[src/rtl/nv_irq_unit_pkg.sv]
// ----------------------------------------------------------------------------
// nv_irq_unit_pkg
// Shared definitions for the non-vectored interrupt request unit: default line
// count and index width, the line-mask and line-index types, a packed view of
// the registered outputs, and a reference least-significant-set-bit helper.
// ----------------------------------------------------------------------------
package nv_irq_unit_pkg;

    localparam int NV_IRQ_LINES = 32;
    localparam int NV_IRQ_IDW   = 5;

    typedef logic [NV_IRQ_LINES-1:0] nvIrqMask_t;
    typedef logic [NV_IRQ_IDW-1:0]   nvIrqId_t;

    // Registered request/index pair as seen by the core.
    typedef struct packed {
        logic     request;
        nvIrqId_t id;
    } nvIrqOut_t;

    // Index of the lowest set bit of a full-width mask; 0 when the mask is
    // empty. Scans from the top so the lowest set bit is the final write.
    function automatic nvIrqId_t lsbIndex(input nvIrqMask_t vec);
        nvIrqId_t idx;
        idx = '0;
        for (int i = NV_IRQ_LINES - 1; i >= 0; i--) begin
            if (vec[i]) begin
                idx = nvIrqId_t'(i);
            end
        end
        return idx;
    endfunction

endpackage

[src/rtl/nv_irq_unit_if.sv]
// ----------------------------------------------------------------------------
// nv_irq_unit_if
// Bundle of the signals between the register block / status collector and the
// non-vectored interrupt request unit.
//   reg_top_inner_nvIRQ : per-line enable mask (bit i enables line i)
//   IRQStatus           : per-line pending status, level-sensitive
//   nvIRQRequest        : registered request toward the core
//   nvIRQID             : registered index of the winning line
// master : the side driving mask/status and consuming the request
// slave  : the interrupt unit itself
// ----------------------------------------------------------------------------
interface nv_irq_unit_if
    import nv_irq_unit_pkg::*;
#(
    parameter int NLINES = NV_IRQ_LINES,
    parameter int IDW    = NV_IRQ_IDW
);

    logic [NLINES-1:0] reg_top_inner_nvIRQ;
    logic [NLINES-1:0] IRQStatus;
    logic              nvIRQRequest;
    logic [IDW-1:0]    nvIRQID;

    modport master (
        output reg_top_inner_nvIRQ,
        output IRQStatus,
        input  nvIRQRequest,
        input  nvIRQID
    );

    modport slave (
        input  reg_top_inner_nvIRQ,
        input  IRQStatus,
        output nvIRQRequest,
        output nvIRQID
    );

endinterface

[src/rtl/nv_irq_unit_prio_enc.sv]
// ----------------------------------------------------------------------------
// nv_irq_prio_enc
// Purely combinational least-significant-set-bit priority encoder.
//   vec   in  NLINES : request vector, bit 0 has the highest priority
//   idx   out IDW    : index of the lowest set bit, 0 when vec is all zero
//   valid out 1      : OR-reduction of vec
// ----------------------------------------------------------------------------
module nv_irq_prio_enc
    import nv_irq_unit_pkg::*;
#(
    parameter int NLINES = NV_IRQ_LINES,
    parameter int IDW    = NV_IRQ_IDW
) (
    input  logic [NLINES-1:0] vec,
    output logic [IDW-1:0]    idx,
    output logic              valid
);

    // Walk from the top down so that the lowest set bit overwrites any higher
    // one; an empty vector leaves the default index of 0.
    always_comb begin
        idx = '0;
        for (int i = NLINES - 1; i >= 0; i--) begin
            if (vec[i]) begin
                idx = IDW'(i);
            end
        end
    end

    assign valid = |vec;

endmodule

[src/rtl/nv_irq_unit.sv]
// ----------------------------------------------------------------------------
// nv_irq_unit
// Non-vectored interrupt request unit. Masks the per-line pending status with
// the non-vectored enable register, and registers both a single request and
// the index of the lowest-numbered enabled pending line. The outputs follow
// the inputs level-wise with one clock of latency; there is no hold or
// acknowledge.
//   clk    : system clock, rising-edge
//   rst    : synchronous active-high reset, clears request and index
//   irqBus : slave side of nv_irq_unit_if (mask/status in, request/ID out)
// ----------------------------------------------------------------------------
module nv_irq_unit
    import nv_irq_unit_pkg::*;
#(
    parameter int NLINES = NV_IRQ_LINES,
    parameter int IDW    = NV_IRQ_IDW
) (
    input  logic          clk,
    input  logic          rst,
    nv_irq_unit_if.slave  irqBus
);

    logic [NLINES-1:0] hit_p0;
    logic [IDW-1:0]    id_p0;
    logic              vld_p0;

    logic [IDW-1:0]    id_p1;
    logic              vld_p1;

    // ---- stage p0: combinational mask and priority encode ----
    assign hit_p0 = irqBus.IRQStatus & irqBus.reg_top_inner_nvIRQ;

    nv_irq_prio_enc #(
        .NLINES (NLINES),
        .IDW    (IDW)
    ) uPrioEnc (
        .vec   (hit_p0),
        .idx   (id_p0),
        .valid (vld_p0)
    );

    // ---- stage p1: output registers ----
    // The index is cleared along with the request so the core never sees a
    // stale line number straight out of reset.
    always_ff @(posedge clk) begin
        if (rst) begin
            vld_p1 <= 1'b0;
            id_p1  <= '0;
        end else begin
            vld_p1 <= vld_p0;
            id_p1  <= id_p0;
        end
    end

    assign irqBus.nvIRQRequest = vld_p1;
    assign irqBus.nvIRQID      = id_p1;

endmodule

[src/flat_wrapper.sv]
// flat-port wrapper written by rule: the top's interface ports become plain ports
module nv_irq_unit_flat import nv_irq_unit_pkg::*;
#(
    parameter int NLINES = NV_IRQ_LINES,
    parameter int IDW    = NV_IRQ_IDW
)
  (clk, rst, irqBus_reg_top_inner_nvIRQ, irqBus_IRQStatus, irqBus_nvIRQRequest, irqBus_nvIRQID);
  nv_irq_unit_if #(.NLINES(NLINES), .IDW(IDW)) irqBus_i ();
  input  logic clk;
  input  logic rst;
  input wire logic [$bits(irqBus_i.reg_top_inner_nvIRQ)-1:0] irqBus_reg_top_inner_nvIRQ;
  input wire logic [$bits(irqBus_i.IRQStatus)-1:0] irqBus_IRQStatus;
  output wire logic [$bits(irqBus_i.nvIRQRequest)-1:0] irqBus_nvIRQRequest;
  output wire logic [$bits(irqBus_i.nvIRQID)-1:0] irqBus_nvIRQID;
  assign irqBus_i.reg_top_inner_nvIRQ = irqBus_reg_top_inner_nvIRQ;
  assign irqBus_i.IRQStatus = irqBus_IRQStatus;
  assign irqBus_nvIRQRequest = irqBus_i.nvIRQRequest;
  assign irqBus_nvIRQID = irqBus_i.nvIRQID;
  nv_irq_unit #(.NLINES(NLINES), .IDW(IDW)) u_core (.clk(clk), .rst(rst), .irqBus(irqBus_i));
endmodule
[config.mk]
export PLATFORM = sky130hd
export DESIGN_NAME = nv_irq_unit_flat
export DESIGN_NICKNAME = d
export VERILOG_FILES = /design/src/rtl/nv_irq_unit_pkg.sv /design/src/rtl/nv_irq_unit_if.sv /design/src/rtl/nv_irq_unit_prio_enc.sv /design/src/rtl/nv_irq_unit.sv /design/src/flat_wrapper.sv
export SDC_FILE = /design/constraint.sdc
export NUM_CORES = 1
export LEC_CHECK = 0
export BUFFER_PORTS_ARGS = -buffer_cell sky130_fd_sc_hd__buf_2
export CORE_MARGIN = 2
export CORE_UTILIZATION = 35
export CTS_BUF_LIST = sky130_fd_sc_hd__clkbuf_8
export DETAILED_ROUTE_END_ITERATION = 10
export PLACE_DENSITY = 0.82
export SYNTH_ARGS = -nofsm -noshare
export SYNTH_HDL_FRONTEND = slang
export SYNTH_SLANG_ARGS = --single-unit
[constraint.sdc]
create_clock -name clk -period 1.3 [get_ports clk]
set_input_delay 0.065 -clock clk [delete_from_list [all_inputs] [get_ports clk]]
set_output_delay 0.065 -clock clk [all_outputs]
set_load 0.02 [all_outputs]
# == Yosys cells after proc, flatten, opt, wreduce, memory -nomap -nowiden ==
# Cells that the tools add are included.
# word_totals
elab_cells,44
register_bits,6
# op_classes
reduce_logical,6
n_mux,31
bitwise_logic,1
# op_table
cell,n
5-bit two-way mux,16
32-bit bitwise AND,1
4-bit two-way mux,8
32-bit OR reduction,1
17-bit OR reduction,1
3-bit two-way mux,4
9-bit OR reduction,1
5-bit OR reduction,1
2-bit two-way mux,2
3-bit OR reduction,1
2-bit OR reduction,1
1-bit two-way mux,1

# == Logic depth before layout (Yosys ltp) ==
# Gate-level depths: netlist (run 1).
# depth
word_depth,32
mapped_depth,5
mapped_depth_nobuf,5

# == Hierarchy ==
# From an unflattened synthesis (run 1), not the netlist that was laid out.
# hier_totals
hier_cells,109
hier_area_um2,743.2
# modules_own_cells
mod,cells_each,instances,seq_area_each_um2,area_each_um2
nv_irq_prio_enc,65,1,0.0,385.4
nv_irq_unit,44,1,120.1,357.8

# == Worst setup path before layout (run 1) ==
# OpenSTA, ideal clock, no wires.
# synth_timing
kind,input-to-reg
from,input port irqBus_IRQStatus[0]
to,register u_core.id_p1[1] (netlist: u_core.irqBus.nvIRQID[1])
slack_ns,0.304
setup_time_ns,0.075
stages,4
arrival_ns,0.922
required_time_ns,1.225
path_buffers,0
cell_sequence,a21oi_2 nand2_1 or4_1 o22ai_1
# synth_via
elab_chain_cells,2
# synth_rtl
element,line,text
start: declaration,flat_wrapper.sv:12,input wire logic [$bits(irqBus_i.IRQStatus)-1:0] irqBus_IRQStatus;
32-bit bitwise AND,nv_irq_unit.sv:31,assign hit_p0 = irqBus.IRQStatus & irqBus.reg_top_inner_nvIRQ;
3-bit OR reduction (no line),n/a,
end signal: assignment,nv_irq_unit.sv:51,id_p1 <= id_p0;
end: declaration,nv_irq_unit.sv:27,logic [IDW-1:0] id_p1;
# Every way passes these cells.
# A chain may end at the register's enable or synchronous reset.

# == Worst setup path after layout (run 1) ==
# Ends and elaborated chain as after synthesis.

==> results.txt, run 1 <==
The endpoint required time on the critical path is ~1.4 ns. The ratio of cells with drive above 1 in the final layout is between 40% and 50%. The final period utilization is about 77%. The share of the core filled with cells in the final layout is 62.3%. The first-pass GRT wire length is between 3000 and 4000 um. The placed instance count came out at between 150 and 200. Measured against its own limit, the worst slew margin works out to 78.4%. On the critical path the largest part of the delay comes from simple AND/OR/NAND/NOR gates. The wire-length estimate of the detail-placed layout is between 2000 and 2500 um. The count of nets left with antenna violations after detail routing came out at 0.

The initial antenna violation count is 0. The sequential area share after synthesis came out at 18.5%. The signal on the critical path passes through buf_2 -> a21oi_2 -> nand2_1 -> or4_1 -> o22ai_1. The clock network fraction of total power is a little over a third. The number of cells upsized or downsized after cts is 0.

The start-to-end type of the worst setup path is in2reg. The average footprint of a synthesized cell came out at between 6 and 7 um2. When the netlist entered floorplanning its net count stood at around 170.

The post-synthesis instance total is 99. STA classifies the critical path startpoint as an input port. The count of endpoints failing setup in the final report came out at 0. The internal power summed over all cells is 0.546 mW. In this design, the stage delay of the slowest critical-path cell is 0.52 ns.

The net switching power came out at ~0.23 mW. In the layout the commonest cells are sky130_fd_sc_hd__buf_2 (71), sky130_fd_sc_hd__nand2_1 (33), sky130_fd_sc_hd__a22oi_1 (8), sky130_fd_sc_hd__a21oi_1 (7), sky130_fd_sc_hd__dfxtp_1 (6). The total overflow reported by the global router is 0. The count of cells in the finished layout, fillers not included, comes to 198. After detailed routing, the average wire length per cell comes to between 10 and 15 um. The root buffer cell chosen for the clock tree is sky130_fd_sc_hd__clkbuf_8. The global-route usage over all layers came out at a little under a quarter. The number of global-route vias before repair came out at between 900 and 1000. The slowest stage of the critical path belongs to the cell sky130_fd_sc_hd__or4_1. No sink is reached through more buffers than the 2 on the longest clock path. Yosys printed 0 warnings. The number of top-level pins came out at 72.

Summed over all layers, the routed wires come to around 2300 um. The via count of the routed design is roughly 1000. The worst endpoint data arrival time came out at between 1 and 1.5 ns.

The number of distinct library cells after synthesis came out at 28. The max-cap check violation count is 0. The classification of the worst-slack hold path is in2reg. The total die area came out at between 2000 and 2500 um2. The sum of internal, switching and leakage power is approximately 0.78 mW. The number of design-rule violations left by the first detailed-router iteration is 25. The count of buffers added by post-CTS timing repair for setup came out at 0.

The area overhead of the layout relative to synthesis is 66.0%. The sum of negative setup slack is 0 ns. STA classifies the critical path endpoint as a flop. In this run the static leakage power is ~0.58 nW. The floorplan step set the die height to roughly 47 um. After clock tree synthesis, the clock-pin slew on the worst setup and hold paths is around 0.03 ns. The run finished with clean final reports.

The sequential fraction of design power is between 20% and 30%. The switching power as a share of total power is between 30% and 40%. The netlist area before placement is ~650 um2.

Together, buffers and inverters on the worst path number 1. The worst IR drop on VDD is 0.397 mV. Setup repair after global routing left no endpoint under its margin. Static timing analysis puts the maximum clock frequency at 996 MHz. The async set-reset flop share out of synthesis is 0%.

The via density per instance came out at 5.28. Hold repair after CTS inserted 0 buffers. The number of synthesized flops with an enable pin is 0.

The TritonCTS clock tree is done. The floorplan has 15 rows. Leaving out fill and tap cells, the most frequent cell in the layout is sky130_fd_sc_hd__buf_2. Fill cells in the final layout number about 170. Once the floorplan was initialized, standard cells occupied 37.5% of the core.

The total iterations of the first detailed-routing run came out at 4. The number of levels the H-tree was split into came out at 1. The final antenna diode count is 0. For this run, the leading register cell type out of synthesis is sky130_fd_sc_hd__dfxtp_1. The power per cell area is about 730 nW/um2.

Combinational logic burns between 30% and 40% of the power. The final critical path time including I/O delays and setup is roughly 1.0 ns. Clock tree synthesis found a total of 6 sinks. The total count of hold-check failures in the final report is 0. The synthesized design contains 6 register bits.

The maximum number of pins on one net before global-route repair came out at 5. The max-slew violation total from the final report came out at 0. The core region is between 1500 and 2000 um2. For the pin with the worst max-slew slack, the measured transition is approximately 0.32 ns. The count of unresolved DRC violations after routing came out at 0. The number of buffer cells added on primary ports came out at about 70. At the end of routability-driven placement, the weighted congestion stood at 0.799. The CTS buffer count came out at 3. The critical-path maximum fanout came out at 3. The number of nets in the layout came out at between 200 and 250. The floorplan die width is 47.0 um.
==> flip-flops by register name, indices dropped and copies added, names as in the netlist <==
name and flops:
u_core.irqBus.nvIRQID 5, u_core.irqBus.nvIRQRequest 1
==> metrics by stage <==
stage                     setup WS, ns  hold slack, ns  area (um2)
after CTS                        0.308          0.0406        1080
after global routing             0.168          0.0488        1080
final                            0.296          0.0479        1080
after detailed placement        0.0867           0.268        1030
after floorplan                  0.304           0.137         648
after global placement           0.126           0.268        1030
==> cells in the mapped netlist (2+ instances only) <==
cell                       number  share of area [%]
sky130_fd_sc_hd__dfxtp_1        6                 19
sky130_fd_sc_hd__a31oi_1        2                1.9
sky130_fd_sc_hd__a22o_1         4                5.4
sky130_fd_sc_hd__a22oi_1        8                9.3
sky130_fd_sc_hd__a32o_1         5                7.7
sky130_fd_sc_hd__nand3_1        4                3.1
sky130_fd_sc_hd__nor2b_1        2                1.9
sky130_fd_sc_hd__nand4_1        2                1.9
sky130_fd_sc_hd__o211ai_1       4                4.6
sky130_fd_sc_hd__nand2_1       33                 19
sky130_fd_sc_hd__nor2_1         5                2.9
sky130_fd_sc_hd__nor3_1         2                1.5
sky130_fd_sc_hd__a21oi_1        7                5.4
==> layout make-up <==
type / instances / area [um2] / area share (%)
multi-input combinational: 92 / 524 / 48.7
timing repair buffer: 71 / 355 / 33.0
sequential: 6 / 120 / 11.2
clock buffer: 3 / 41.3 / 3.84
tap: 25 / 31.3 / 2.91
inverter: 1 / 3.75 / 0.349
==> layer usage <==
metal / up-vias / routed length, um / track usage [%]
li1: 539 / - / -
met1: 471 / 1010 / 29.5
met2: 33 / 1210 / 38.4
met3: 2 / 87 / 1.54
met4: 0 / 14 / 8.89
met5: - / 0 / 0
==> worst paths after layout <==
kind / end / depth (start not counted) / slack (ns) / startpoint
min: u_core.irqBus.nvIRQRequest / 2 / 0.05 / rst
max: u_core.irqBus.nvIRQID[1] / 5 / 0.30 / irqBus_IRQStatus[0]
==> power groups by stage <==
stage	sequential, mW	combinational [mW]	clock [mW]
CTS	0.198	0.308	0.277
global placement	0.201	0.304	0
floorplan	0.215	0.135	0
detailed placement	0.201	0.306	0
global route	0.199	0.347	0.296
finish	0.198	0.310	0.273
==> kinds of logic (layout without fill, tap and decap cells) <==
logic type	count (synthesis)	after routing	share of synthesized area, %
flops	6	6	18.5
buf+inv	1	75	0.579
compound gates	40	40	46.3
simple gates	52	52	34.6
Note: power is estimated with default switching activity, not from simulation.
==> run 2: changes to the inputs <==
==> constraint.sdc (replaced) <==
create_clock -name clk -period 1 [get_ports clk]
set_input_delay 0.05 -clock clk [delete_from_list [all_inputs] [get_ports clk]]
set_output_delay 0.05 -clock clk [all_outputs]
set_load 0.02 [all_outputs]
==> run 2 against run 1 <==
Combinational power rose by 61%; hold slack improved by 0.056 ns; die area unchanged; sequential power grew 30%; global-route usage increased by 3.7 points; non-clock buffer count is 24 higher; via count increased by 12%; wire length is 19% higher; final area is 19% higher; sequential cell count did not move.
==> results.txt, run 2 (synthesis results as in run 1) <==
The classification of the worst-slack hold path was in2reg (unchanged). The internal power summed over all cells is 0.779 mW (was 0.546 mW). The pre-CTS worst setup slack was -0.217 ns (was 0.0867 ns).

The area overhead of the layout relative to synthesis came out at 97.7% (was 66.0%). The type of element capturing the critical path was a flop (unchanged). The critical-path maximum fanout came out at 2 (was 3). The max-slew violation total from the final report is 0 (unchanged). The via density per instance came out at 5.27 (was 5.28). The placed instance count came out at 219 (was 195).

The worst hold path stage count came to 3 (was 2). The category of cells accounting for the largest share of critical-path delay is simple AND/OR/NAND/NOR gates (unchanged). The least setup slack across all paths after layout is 0.0902 ns (was 0.296 ns). The net switching power is 0.340 mW (was 0.235 mW).

The number of top-level pins is 72 (unchanged). The commonest non-fill, non-tap cell in the layout is sky130_fd_sc_hd__buf_2 (unchanged). The max-cap check violation count was 0 (unchanged).

The maximum number of pins on one net before global-route repair is 4 (was 5). Based on the critical path, the design can be clocked at up to 1100 MHz. The total number of clock tree sinks came out at 6 (unchanged). The post-CTS clock slew at the launch and capture registers of the worst setup and hold paths is 0.04 ns (was 0.03 ns).

The measured slew at the worst slew-check pin came out at 0.278 ns (was 0.324 ns). The clock network fraction of total power came out at 32.3% (was 34.9%). The instance count on the critical path came to 6 (was 5).

The flip-flop count of the largest register after layout came out at 5 (unchanged). The number of design-rule violations left by the first detailed-router iteration was 20 (was 25). The TritonCTS clock tree is done (unchanged). The count of buffers added by post-CTS timing repair for setup came out at 0 (unchanged).

The total overflow reported by the global router came to 0 (unchanged). The switching power as a share of total power is 30.4% (was 30.0%). The detailed placement HPWL is 2390 um (was 2070 um). The final critical path time including I/O delays and setup came out at 0.910 ns.

The per-cell routed wire length was 12.4 um (was 11.7 um). The final period utilization is just over 90%. List of cells traversed by the critical path: buf_2 -> a22oi_2 -> and3_1 -> nor2b_2 -> nor2b_2 -> a41oi_1 (was buf_2 -> a21oi_2 -> nand2_1 -> or4_1 -> o22ai_1). The total iterations of the first detailed-routing run is 4 (unchanged). The number of fill cells in the layout is 141 (was 174). The starting density of the core is 37.5% (unchanged). The floorplan die height is 47.0 um (unchanged). The final antenna diode count came out at 0 (unchanged).

The total count of hold-check failures in the final report was 0 (unchanged). The static power due to leakage was 0.692 nW (was 0.576 nW). The CTS buffer count is 3 (unchanged). The buffering stage count on the worst path with inverters included is 1 (unchanged).

Commonest non-fill, non-tap cells in the layout: sky130_fd_sc_hd__buf_2 (71), sky130_fd_sc_hd__nand2_1 (33), sky130_fd_sc_hd__buf_4 (24), sky130_fd_sc_hd__a21oi_1 (7), sky130_fd_sc_hd__dfxtp_1 (6) (was sky130_fd_sc_hd__buf_2 (71), sky130_fd_sc_hd__nand2_1 (33), sky130_fd_sc_hd__a22oi_1 (8), sky130_fd_sc_hd__a21oi_1 (7), sky130_fd_sc_hd__dfxtp_1 (6)). By instance count, the cell type seen most on the critical path is sky130_fd_sc_hd__nor2b_2. The cell row count is 15 (unchanged). The count of nets left with antenna violations after detail routing came to 0 (unchanged). The sum of internal, switching and leakage power came out at 1.12 mW (was 0.781 mW). The worst endpoint data arrival time came out at 1.00 ns (was 1.14 ns).

The count of endpoints failing setup in the final report came out at 0 (unchanged). The cell with the largest stage delay on the worst path is sky130_fd_sc_hd__and3_1 (was sky130_fd_sc_hd__or4_1). The final cell count without fillers is 222 (was 198). The worst IR drop on VDD came out at 0.524 mV (was 0.397 mV). The maximum clock path buffer count came out at 2 (unchanged). The final routed wirelength across all metal layers came out at 2750 um (was 2320 um).

The number of levels the H-tree was split into came to 1 (unchanged). The combinational power share is 44.6% (was 39.7%). The initial antenna violation count came out at 0 (unchanged). The endpoint required time on the critical path came out at 1.09 ns (was 1.44 ns). The number of global-route vias before repair came out at 1088 (was 945). The sequential fraction of design power came to 23.1% (was 25.4%). The global-route usage over all layers is 26.2% (was 22.5%). The count of unresolved DRC violations after routing came to 0 (unchanged).

The master cell of the clock root buffer was sky130_fd_sc_hd__clkbuf_8 (unchanged). The share of the core filled with cells in the final layout is 74.2% (was 62.3%). Status: finished, final reports clean (unchanged).

The worst slew margin relative to its limit came out at 81.4% (was 78.4%). The first-pass GRT wire length came out at 4240 um (was 3660 um). The start-to-end type of the worst setup path is in2reg (unchanged). The largest stage delay on the critical path came out at 0.20 ns (was 0.52 ns). The number of buffer cells added on primary ports was 71 (unchanged). The total die area was 2210 um2 (unchanged). The floorplan die width came out at 47.0 um (unchanged). The routability congestion estimate from global placement was 0.837 (was 0.799).

The area of the core is 1730 um2 (unchanged). The number of nets in the layout came out at 265 (was 241). The ratio of cells with drive above 1 in the final layout is 53.8% (was 43.9%). The launching element type of the critical path was an input port (unchanged). The power per cell area came to 874 nW/um2 (was 726 nW/um2).

The via count of the routed design was 1171 (was 1045).
[run 2: changes by cell type in the layout (fill, tap and decap cells not counted)]
| cell | before | now |
|---|---|---|
| sky130_fd_sc_hd__or3_1 | 1 | 0 |
| sky130_fd_sc_hd__a22oi_1 | 8 | 5 |
| sky130_fd_sc_hd__buf_4 | 0 | 24 |
| sky130_fd_sc_hd__or3_4 | 0 | 1 |
| sky130_fd_sc_hd__nor2b_2 | 0 | 2 |
| sky130_fd_sc_hd__a22oi_2 | 0 | 3 |
| sky130_fd_sc_hd__nor2b_1 | 2 | 0 |
[run 2: per-layer routing]
metal  vias to the layer above  routed length (um)  GRT usage (%)
li1                        588                   -              -
met1                       541                1120           31.9
met2                        34                1500           47.4
met3                         8                  79           1.92
met4                         0                  54           10.6
met5                         -                   0              0
[run 2: area by class of cell]
cell class	instances	area (um2)	area share [%]
tap	25	31.3	2.44
multi-input combinational	92	549	42.9
clock buffer	3	41.3	3.22
sequential	6	120	9.37
timing repair buffer	95	536	41.8
inverter	1	3.75	0.293
[run 2: stage by stage]
step	setup TNS (ns)	instance area (um2)	hold WS, ns
final	0	1280	0.104
after global routing	-0.00278	1280	0.118
after CTS	0	1260	0.106
after detailed placement	-0.944	1210	0.339
after global placement	-0.698	1210	0.334
after floorplan	0	648	0.122
[run 2: power groups by stage]
stage	combinational (mW)	clock, mW	sequential, mW
after floorplan	0.175	0	0.280
after global placement	0.468	0	0.261
after detailed placement	0.479	0	0.262
after CTS	0.482	0.372	0.258
after global routing	0.549	0.389	0.260
final	0.500	0.362	0.258
[run 2: timing repair]
item | CTS | global route
endpoints found under the setup margin | 0 | 4
hold buffers | 0 | 0
endpoints found under the hold margin | 0 | 0
gates resized for setup | 0 | 6
[run 2: worst paths after layout]
| check | startpoint | to | slack [ns] |
|---|---|---|---|
| setup / recovery | irqBus_IRQStatus[21] | u_core.irqBus.nvIRQRequest | 0.09 |
| hold / removal | rst | u_core.irqBus.nvIRQRequest | 0.10 |
